--- src/rtl/rs232_tx_arbiter.sv ---
// rs232_tx_arbiter: round-robin, message-locked arbiter sharing one RS232 byte
// transmitter among N_REQ valid/ready byte streams, with an idle-owner timeout.
module rs232_tx_arbiter #(
  parameter int unsigned N_REQ       = 4,
  parameter int unsigned ID_W        = 2,
  parameter int unsigned TIMEOUT_CYC = 104166
) (
  input  logic               clock,
  input  logic               reset,
  input  logic [N_REQ-1:0]   req_valid,
  input  logic [8*N_REQ-1:0] req_data,
  input  logic [N_REQ-1:0]   req_last,
  output logic [N_REQ-1:0]   req_ready,
  output logic [7:0]         tx_data,
  output logic               tx_start,
  input  logic               tx_busy,
  output logic [ID_W-1:0]    grant_id,
  output logic               locked,
  output logic               err_timeout,
  output logic [ID_W-1:0]    err_id
);

  localparam int unsigned      CNT_W      = 32;
  localparam bit               TIMEOUT_EN = (TIMEOUT_CYC != 0);
  localparam logic [CNT_W-1:0] CNT_LAST   = CNT_W'(TIMEOUT_CYC - 1);

  typedef enum logic [1:0] {
    ST_IDLE   = 2'd0,
    ST_LAUNCH = 2'd1,
    ST_WAIT   = 2'd2
  } state_t;

  state_t            state;
  state_t            state_next;
  logic [ID_W-1:0]   rr_ptr;
  logic [ID_W-1:0]   scan_sel;
  logic              scan_hit;
  logic [ID_W-1:0]   sel;
  logic              sel_valid;
  logic [7:0]        sel_data;
  logic              sel_last;
  logic              accept;
  logic              idle_tick;
  logic              expire;
  logic [CNT_W-1:0]  idle_cnt;

  // Index increment modulo N_REQ (N_REQ need not be a power of two)
  function automatic logic [ID_W-1:0] wrap_inc(input logic [ID_W-1:0] v);
    if (32'(v) == N_REQ - 1) return '0;
    return v + ID_W'(1);
  endfunction

  // Round-robin scan: first valid requester starting at rr_ptr
  always_comb begin
    scan_sel = rr_ptr;
    scan_hit = 1'b0;
    for (int unsigned i = 0; i < N_REQ; i++) begin
      if (!scan_hit && req_valid[(32'(rr_ptr) + i) % N_REQ]) begin
        scan_sel = ID_W'((32'(rr_ptr) + i) % N_REQ);
        scan_hit = 1'b1;
      end
    end
  end

  // A locked message pins selection to its owner; otherwise use the scan result
  always_comb begin
    sel       = locked ? grant_id : scan_sel;
    sel_valid = req_valid[sel];
    sel_data  = req_data[8*32'(sel) +: 8];
    sel_last  = req_last[sel];
  end

  assign accept    = |(req_valid & req_ready);
  assign idle_tick = (state == ST_IDLE) && locked && !req_valid[grant_id];
  assign expire    = TIMEOUT_EN && idle_tick && (idle_cnt == CNT_LAST);

  // FSM state register
  always_ff @(posedge clock) begin
    if (reset) state <= ST_IDLE;
    else       state <= state_next;
  end

  // FSM next-state logic
  always_comb begin
    state_next = state;
    case (state)
      ST_IDLE:   if (accept)   state_next = ST_LAUNCH;
      ST_LAUNCH:               state_next = ST_WAIT;
      ST_WAIT:   if (!tx_busy) state_next = ST_IDLE;
      default:                 state_next = ST_IDLE;
    endcase
  end

  // FSM outputs: a single ready bit, only while idle and the transmitter is free
  always_comb begin
    req_ready = '0;
    if (!reset && (state == ST_IDLE) && !tx_busy && sel_valid) req_ready[sel] = 1'b1;
  end

  // Byte capture, start pulse, message lock, round-robin pointer and idle timeout
  always_ff @(posedge clock) begin
    if (reset) begin
      tx_data     <= '0;
      tx_start    <= 1'b0;
      grant_id    <= '0;
      locked      <= 1'b0;
      rr_ptr      <= '0;
      idle_cnt    <= '0;
      err_timeout <= 1'b0;
      err_id      <= '0;
    end else begin
      tx_start    <= accept;
      err_timeout <= 1'b0;
      if (accept) begin
        tx_data  <= sel_data;
        grant_id <= sel;
        idle_cnt <= '0;
        if (sel_last) begin
          locked <= 1'b0;
          rr_ptr <= wrap_inc(sel);
        end else begin
          locked <= 1'b1;
        end
      end else if (expire) begin
        locked      <= 1'b0;
        err_timeout <= 1'b1;
        err_id      <= grant_id;
        rr_ptr      <= wrap_inc(grant_id);
        idle_cnt    <= '0;
      end else if (state != ST_IDLE) begin
        idle_cnt <= '0;
      end else if (idle_tick) begin
        idle_cnt <= idle_cnt + CNT_W'(1);
      end
    end
  end

endmodule

--- config.mk ---
export PLATFORM = sky130hd
export DESIGN_NAME = rs232_tx_arbiter
export DESIGN_NICKNAME = d
export VERILOG_FILES = /design/src/rtl/rs232_tx_arbiter.sv
export SDC_FILE = /design/constraint.sdc
export NUM_CORES = 1
export LEC_CHECK = 0
export ABC_AREA = 0
export CAP_MARGIN = 20
export CORE_ASPECT_RATIO = 1.1
export CORE_MARGIN = 2
export CORE_UTILIZATION = 35
export CTS_CLUSTER_SIZE = 25
export DETAILED_ROUTE_END_ITERATION = 6
export GPL_TIMING_DRIVEN = 0
export SETUP_SLACK_MARGIN = 0.05
export SYNTH_ARGS = -nofsm -noshare
export SYNTH_HDL_FRONTEND = slang
export SYNTH_SLANG_ARGS = --single-unit
--- constraint.sdc ---
create_clock -name clock -period 3.7 [get_ports clock]
set_input_delay 0.925 -clock clock [delete_from_list [all_inputs] [get_ports clock]]
set_output_delay 0.925 -clock clock [all_outputs]
set_load 0.02 [all_outputs]
**Word-level counts from Yosys, hierarchy flattened**

Index checks and enable logic that the tools add are counted.
Widths: inputs -> output; s select.

- Divide/modulo/power cells: 0
- Reduce and logical (&&, ||, !) cells: 25
- $add $sub $neg: 6
- Muxes and demuxes: 46
- Bitwise logic cells: 2
- Shift-type cells: 1
- Multiply operators: 0
- Order comparisons: 7
- Equal/unequal tests: 8

Operator list:

| kind | number |
|---|---|
| $add 32x1->32 const B | 1 |
| $eq 32x17->1 const B | 1 |
| $shiftx 32x6->8 | 1 |
| $mux 2 | 13 |
| $mux 1 | 23 |
| $lt 2x3->1 const B | 6 |
| $bmux 1 s2 | 7 |
| $logic_and 1x1->1 | 10 |
| $reduce_or 7->1 | 1 |
| $add 2x1->2 const B | 3 |
| $eq 2x2->1 const B | 3 |
| $logic_not 1->1 | 6 |
| $ne 2x2->1 const B | 3 |
| $pmux 2 s3 | 1 |
| $reduce_and 2->1 | 3 |
| $reduce_or 5->1 | 1 |
| $add 2x2->2 const B | 2 |
| $and 4x4->4 | 1 |
| $mux 4 | 1 |
| $reduce_bool 2->1 | 2 |
| $reduce_or 4->1 | 1 |
| $demux 1 s2 | 1 |
| $eq 2x1->1 const B | 1 |
| $ge 2x1->1 const B | 1 |
| 2 further kinds | 2 |

- Bits in registers: 51
- Memories: 0
- ROM bits: 0
- Output and inout bits: 19
- Bits in latches: 0
- Bits in writable memories: 0

**Depth between registers and ports, before layout**

Gate-level depths: netlist of run 1.

- Depth after elaboration: 25
- Mapped depth: 13
- Depth with buffers taken out: 11

**Worst setup path after synthesis of run 1**

No wires, ideal clock.

- Kind: input -> output
- Start point: input req_valid[1]
- End point: output req_ready[3]
- Arrival: 2467 ps
- Buffers on the path: 2
- Setup slack: 308 ps
- Required time: 2775 ps
- Stages on the path: 7
- Cells stage by stage: buf_6 > o31ai_2 > o21ai_2 > inv_2 > clkbuf_1 > ha_1 > and2_1

- Longest elaborated chain between the ends: 18
- Elaborated cells between the ends (all ways): 30

Ends and longest elaborated chain:

| what | line | RTL |
|---|---|---|
| start: declaration | 10 | `input logic [N_REQ-1:0] req_valid,` |
| $bmux 1 s2 | 58 | `if (!scan_hit && req_valid[(32'(rr_ptr) + i) % N_REQ]) begin` |
| $mux 1 (implied by the code) | 58 |  |
| $mux 1 | 58 |  |
| $logic_not 1->1 | 58 |  |
| $logic_and 1x1->1 | 58 |  |
| $mux 1 | 58 |  |
| $logic_not 1->1 | 58 |  |
| $logic_and 1x1->1 | 58 |  |
| [... 3 more ...] | - |  |
| $mux 2 (*) | 58 |  |
| $mux 2 (*) | 67 | `sel = locked ? grant_id : scan_sel;` |
| via sel[1] | 38 | `logic [ID_W-1:0] sel;` |
| $lt 2x3->1 (implied by the code) / $ge 2x1->1 (equally long branches) | 97 | `if (!reset && (state == ST_IDLE) && !tx_busy && sel_valid) req_ready[sel] = 1'b1;` |
| $logic_and 1x1->1 (implied by the code) | 97 |  |
| $mux 1 (implied by the code) | 97 |  |
| $demux 1 s2 | 97 |  |
| $mux 4 (*) | 97 |  |
| end: declaration | 13 | `output logic [N_REQ-1:0] req_ready,` |

Mark *: on every way through the listed nets, which the timed path passes. The rest lies on a longest branch. The select of a mux whose other input is x is not followed.

**Worst setup path after layout of run 1**

- Start point: input req_valid[0]
- End point: output req_ready[2]

- Longest elaborated chain between the ends: 18
- Elaborated cells between the ends (all ways): 30

Ends and longest elaborated chain:

| what | line |
|---|---|
| $bmux 1 s2 | 58 |
| $mux 1 (implied by the code) | 58 |
| $mux 1 | 58 |
| $logic_not 1->1 | 58 |
| $logic_and 1x1->1 | 58 |
| $mux 1 | 58 |
| $logic_not 1->1 | 58 |
| $logic_and 1x1->1 | 58 |
| [... 2 more ...] | - |
| $logic_and 1x1->1 | 58 |
| $mux 2 | 58 |
| $mux 2 | 67 |
| $lt 2x3->1 (implied by the code) / $ge 2x1->1 (equally long branches) | 97 |
| $logic_and 1x1->1 (implied by the code) | 97 |
| $mux 1 (implied by the code) | 97 |
| $demux 1 s2 | 97 |
| $mux 4 (*) | 97 |

Mark *: on every way between the ends. The rest lies on a longest branch, timed or not. The select of a mux whose other input is x is not followed.

==> flow_summary_export.csv, run 1 <==
group,metric,value,unit
cts,cts_tree,"done",
timing,hold_viol,0,
floorplan,die_w,89.5,um
pwr,power_leakage,0.00148,uW
grt,grt_pass1_wl,11900,um
grt,track_usage,17.1,%
routing,num_vias,2573,
synthesis,synth.most_common_cell,"nand2_1",
placed_design,dpl_worst_slack,-1210,ps
floorplan,num_rows,34,
floorplan,dieArea,0.00877,mm^2
routing,drt_iter0_drc,68,
pwr,total_power,1240,uW
finish,fill_cells,758,
status,outcome,"finished, final reports clean",
synthesis,synth.distinct_cells,48,
placed_design,place_congestion,0.758,
cts,cts_buffer_depth,2,
placed_design,place_area,0.00354,mm^2
critical_path,startpoint_type,"input port",
synthesis,synthesis.nets,394,
floorplan,die_h,98.0,um
critical_path,arrival,2610,ps
timing,period_needed,3540,ps
placed_design,dp_hpwl,5280,um
pwr,ir_worst_vdd,0.263,mV
critical_path,r2r_setup_slack,770,ps
floorplan,initial_core_util,35.7,%
pwr,clkPwrFrac,37.0,%
cts,htreeDepth,2,
finish,layout.nets,463,
pwr,p_comb_share,17.4,%
routing,via_per_inst,4.93,
synthesis,ys_seq_area_share,36.3,%
cts,cts_root_buf,"clkbuf_8",
synthesis,avgSynthCellArea,8.18,um^2
synthesis,ys_ff_latch,51,
synthesis,synthCells,344,
timing,fin_ws,161,ps
finish,fin_area,0.00373,mm^2
pwr,seq_power_share,45.6,%
pwr,switchingPower,307,uW
cts,cts.reportedPaths.clkPinSlew,90,ps
critical_path,path_class,"in -> out",
timing,finalSetupViolCount,0,
critical_path,endpoint_kind,"output pin",
synthesis,synth_edf_count,0,
critical_path,critPathRequiredTime,2770,ps
placed_design,dp.cells,511,
synthesis,synthTopCellsByArea,"dfxtp_1 36%, xor2_1 8.7%, nand2_1 8.1%",
worst_hold_path,hold_path.class,"reg -> reg",
timing,fin_crit_sh,95.7,%
job,cap_violations,0,
routing,detail-route-antenna-nets,0,
timing,fmax,283,MHz
routing,routedWlPerCell,13.6,um
synthesis,netlist_area,0.00281,mm^2
timing,setup_tns,0,ps
grt,grt_pass1_vias,2566,
cts,numCtsBuffers,5,
timing,rsz0062_at_grt,"false",
routing,drc,0,
synthesis,synth_top_area_share,36.3,%
cts,clk_latency,300,ps
synthesis,yosysWarnings,0,
cts,cts_hold_buf,0,
placed_design,portBuffers,59,
timing,slew_headroom,64.2,%
cts,clock_sinks,51,
synthesis,synthTopCellsByCount,"61 x nand2_1, 51 x dfxtp_1, 42 x nor2_1",
timing,skew,6.50,ps
synthesis,synthFlopType,"dfxtp_1",
timing,drv_slew,0,
pwr,powerDensity,331,mW/mm^2
routing,firstDrtPassIters,4,
timing,worst_pin_slew,534,ps
grt,antenna_found_initial,0,
floorplan,pin_count,62,
grt,grt-ovfl-total,0,
pwr,switching_share,24.8,%
routing,drt_wl_total,7080,um
finish,num_antenna_cells,0,
grt,grt_max_degree,17,
synthesis,netlist.top_cell.by_area,"dfxtp_1",
finish,instances_no_fill,522,
finish,area_delta_synth_final,32.6,%
finish,drive_gt1_share,11.1,%
pwr,internal_power,929,uW
floorplan,core,0.00787,mm^2
critical_path,cp_max_fo,9,
synthesis,async_reset_ff_share,0,%
==> final cells by class <==
class	instances	area (um^2)	share of cell area [%]
clock inverter	3	67.6	1.81
buffer	17	106	2.85
inverter	7	28.8	0.772
multi-input combinational	268	1700	45.7
timing repair buffer	62	591	15.8
tap	108	135	3.62
sequential	51	1020	27.4
clock buffer	5	68.8	1.85
timing repair inverter	1	7.51	0.201
==> critical path: stages <==
cell,delay (ps)
clkdlybuf4s15_2,250
nor2b_1,180
o31ai_4,360
and3_4,240
o21ai_1,130
a21oi_2,210
and2_1,160
buf_2,160
==> cells by family after synthesis <==
logic type | share of synthesized area, %
DFF | 36.3
and+or+nand+nor | 31.0
muxes | 4.05
buffers and inverters | 4.23
xor gates and xnor gates | 9.65
adders and majority gates | 3.11
AOI/OAI and AO/OA | 11.7
==> layer usage <==
| metal | track usage, % | up-vias | wire length [um] |
|---|---|---|---|
| met5 | 0 | - | 0 |
| met1 | 21.3 | 1186 | 3200 |
| li1 | - | 1328 | - |
| met4 | 3.90 | 0 | 81 |
| met2 | 28.8 | 50 | 3410 |
| met3 | 5.16 | 9 | 387 |
==> metrics by stage <==
step,util (%),hold slack [ps]
global placement,45.0,445
CTS,47.5,468
global route,47.4,489
floorplan,-,472
finish,47.4,467
detailed placement,45.0,452
==> registers in the layout, summed over array words and instances (netlist names) <==
signal / count
idle_cnt: 32
tx_data: 8
err_id: 2
grant_id: 2
rr_ptr: 2
state: 2
err_timeout: 1
locked: 1
tx_start: 1
==> power groups by stage <==
stage                     sequential (uW)  clock (uW)  combinational [uW]
after CTS                             564         466                 215
final                                 564         457                 215
after floorplan                       581           0                 107
after global placement                576           0                 200
after global routing                  566         490                 236
after detailed placement              577           0                 201
==> placed cells by master, fill, tap and decap left out, drive strengths merged, types with 3 or more instances in the layout <==
cell type and count:
and3 19, xor2 28, ha 7, and4 3, a311o 8, clkbuf 15, a21oi 14, nand3 13
nor2b 3, dfxtp 51, mux2i 8, nor4 7, and2 7, clkdlybuf4s50 52, xnor2 3, inv 7
nand2 61, buf 15, a211oi 5, nand4 8, nand2b 5, nor2 43
==> final timing paths <==
check	endpoint	cells after the start	startpoint
worst max-delay path	req_ready[2]	8	req_valid[0]
worst min register to register	tx_data[1]	2	tx_data[1]
worst max register to register	idle_cnt[0]	12	locked
worst min-delay path	tx_data[1]	2	tx_data[1]
==> what timing repair did <==
item                                    4_1_cts  5_1_grt
gates cloned                                  1        0
setup buffers                                 3        0
endpoints found under the setup margin       51       37
resized for setup                            32       11
pin swaps                                     2        4
Note: power is estimated with default switching activity, not from simulation.
==> inputs of run 2 (changes only) <==
Settings changed: DONT_BUFFER_PORTS from default to 1.
==> flow_summary_export.csv, run 2 (synthesized netlist as in run 1, its figures left out) <==
group,metric,value,unit
status,outcome,"finished, final reports clean",
critical_path,endpoint_kind,"output pin",
critical_path,r2r-start,"locked",
timing,fin_crit_sh,93.3,%
finish,drive_gt1_share,8.83,%
critical_path,path_class,"in -> out",
cts,clock_sinks,51,
pwr,powerDensity,374,mW/mm^2
worst_hold_path,min_to,"idle_cnt[16]",
timing,slew_headroom,63.2,%
finish,num_antenna_cells,0,
grt,antenna_found_initial,0,
placed_design,place_area,0.00295,mm^2
worst_hold_path,min_from,"idle_cnt[16]",
routing,drt_wl_total,6170,um
finish,layout.nets,400,
timing,rsz0062_at_grt,"false",
finish,fin_area,0.00309,mm^2
floorplan,initial_core_util,35.7,%
worst_hold_path,hold_path.class,"reg -> reg",
critical_path,timing.rr.end,"grant_id[1]",
cts,clk_latency,300,ps
timing,skew,5.44,ps
critical_path,critPathRequiredTime,2770,ps
timing,hold_viol,0,
routing,detail-route-antenna-nets,0,
cts,cts_hold_buf,0,
cts,cts_buffer_depth,2,
routing,firstDrtPassIters,4,
critical_path,path_cells,"buf_6 > o31ai_2 > o21ai_2 > inv_2 > ha_1 > and2_1",
cts,cts_tree,"done",
critical_path,path_depth,6,
critical_path,r2r_cells,12,
pwr,power_leakage,0.00124,uW
floorplan,die_h,98.0,um
critical_path,r2r_setup_slack,480,ps
placed_design,portBuffers,0,
floorplan,num_rows,34,
placed_design,place_congestion,0.867,
pwr,ir_worst_vdd,0.320,mV
timing,whs,516,ps
floorplan,die_w,89.5,um
critical_path,crit_slowest_cell,"o31ai_2",
critical_path,arrival,2530,ps
placed_design,dp_hpwl,4680,um
critical_path,startpoint_type,"input port",
finish,mostFrequentLayoutCell,"nand2_1",
finish,mostFrequentLayoutCells,"61 x nand2_1, 51 x dfxtp_1, 42 x nor2_1, 28 x xor2_1, 19 x and3_1",
worst_hold_path,hold_depth,2,
routing,routedWlPerCell,13.4,um
finish,largest_reg_flops,32,
pwr,total_power,1160,uW
grt,grt_pass1_vias,2336,
finish,reg_top3,"idle_cnt x32, tx_data x8",
finish,area_delta_synth_final,9.79,%
critical_path,cpPeakStageDelay,410,ps
timing,period_needed,3450,ps
timing,setup_tns,0,ps
routing,drt_iter0_drc,101,
critical_path,worst-path-buf-inv,2,
cts,numCtsBuffers,5,
cts,cts_root_buf,"clkbuf_8",
grt,grt_pass1_wl,10700,um
cts,htreeDepth,2,
grt,grt-ovfl-total,0,
grt,grt_max_degree,21,
floorplan,dieArea,0.00877,mm^2
cts,cts.reportedPaths.clkPinSlew,90,ps
routing,drc,0,
cts,postCtsSetupBuffers,0,
timing,fmax,290,MHz
critical_path,cp_top_family,"compound AO/OA/AOI/OAI gates",
timing,finalSetupViolCount,0,
grt,track_usage,15.0,%
floorplan,pin_count,62,
job,cap_violations,0,
floorplan,core,0.00787,mm^2
finish,regMostFlops,"idle_cnt",
routing,via_per_inst,5.21,
critical_path,cp_max_fo,20,
timing,worst_pin_slew,551,ps
routing,num_vias,2392,
timing,drv_slew,0,
run 2: worst reg2reg max path, cell delays in order (launching register included):
cell and delay (ps):
dfxtp_1 400, buf_2 220, a21oi_1 250, nand2_1 140
o21ai_2 380, inv_2 250, ha_1 280, a22oi_1 230
a21o_1 220, a21o_1 210, buf_2 260, mux2i_1 210
nor2_1 50
run 2: worst max-delay path by stage:
| stage | start | endpoint | slack [ps] |
|---|---|---|---|
| global route | req_valid[1] | req_ready[2] | 80 |
| global placement | req_valid[1] | idle_cnt[28] | -240 |
| CTS | req_valid[1] | req_ready[3] | 80 |
| detailed placement | req_valid[1] | idle_cnt[22] | -310 |
| finish | req_valid[1] | req_ready[3] | 250 |
| floorplan | req_valid[1] | req_ready[3] | 310 |
run 2: area by class of cell:
type	count	area [um^2]
buffer	17	96.3
clock inverter	3	67.6
multi-input combinational	268	1670
tap	108	135
fill	806	4780
clock buffer	5	68.8
inverter	7	26.3
sequential	51	1020
run 2: timing repair:
action,4_1_cts,5_1_grt
resized for setup,0,9
gates cloned,0,0
setup endpoints to repair,13,41
run 2: where the power goes:
group,total (uW),internal [uW],switching [uW]
Clock,451,269,181
Sequential,571,556,15.0
Combinational,135,50.0,84.5
run 2: stage by stage:
step	std cells	util (%)	worst slack, ps
2_1_floorplan	344	-	308
3_3_place_gp	452	37.5	-237
3_5_place_dp	452	37.5	-312
4_1_cts	459	39.1	80.9
5_1_grt	459	39.2	84.8
6_report	459	39.2	249
run 2: per-layer routing:
metal  vias up  wire, um  global-route usage [%]
met3         6       390                    4.48
met2        66      3030                    24.3
met1      1119      2700                    19.4
li1       1201         -                       -
met4         0        51                    3.44
met5         -         0                       0
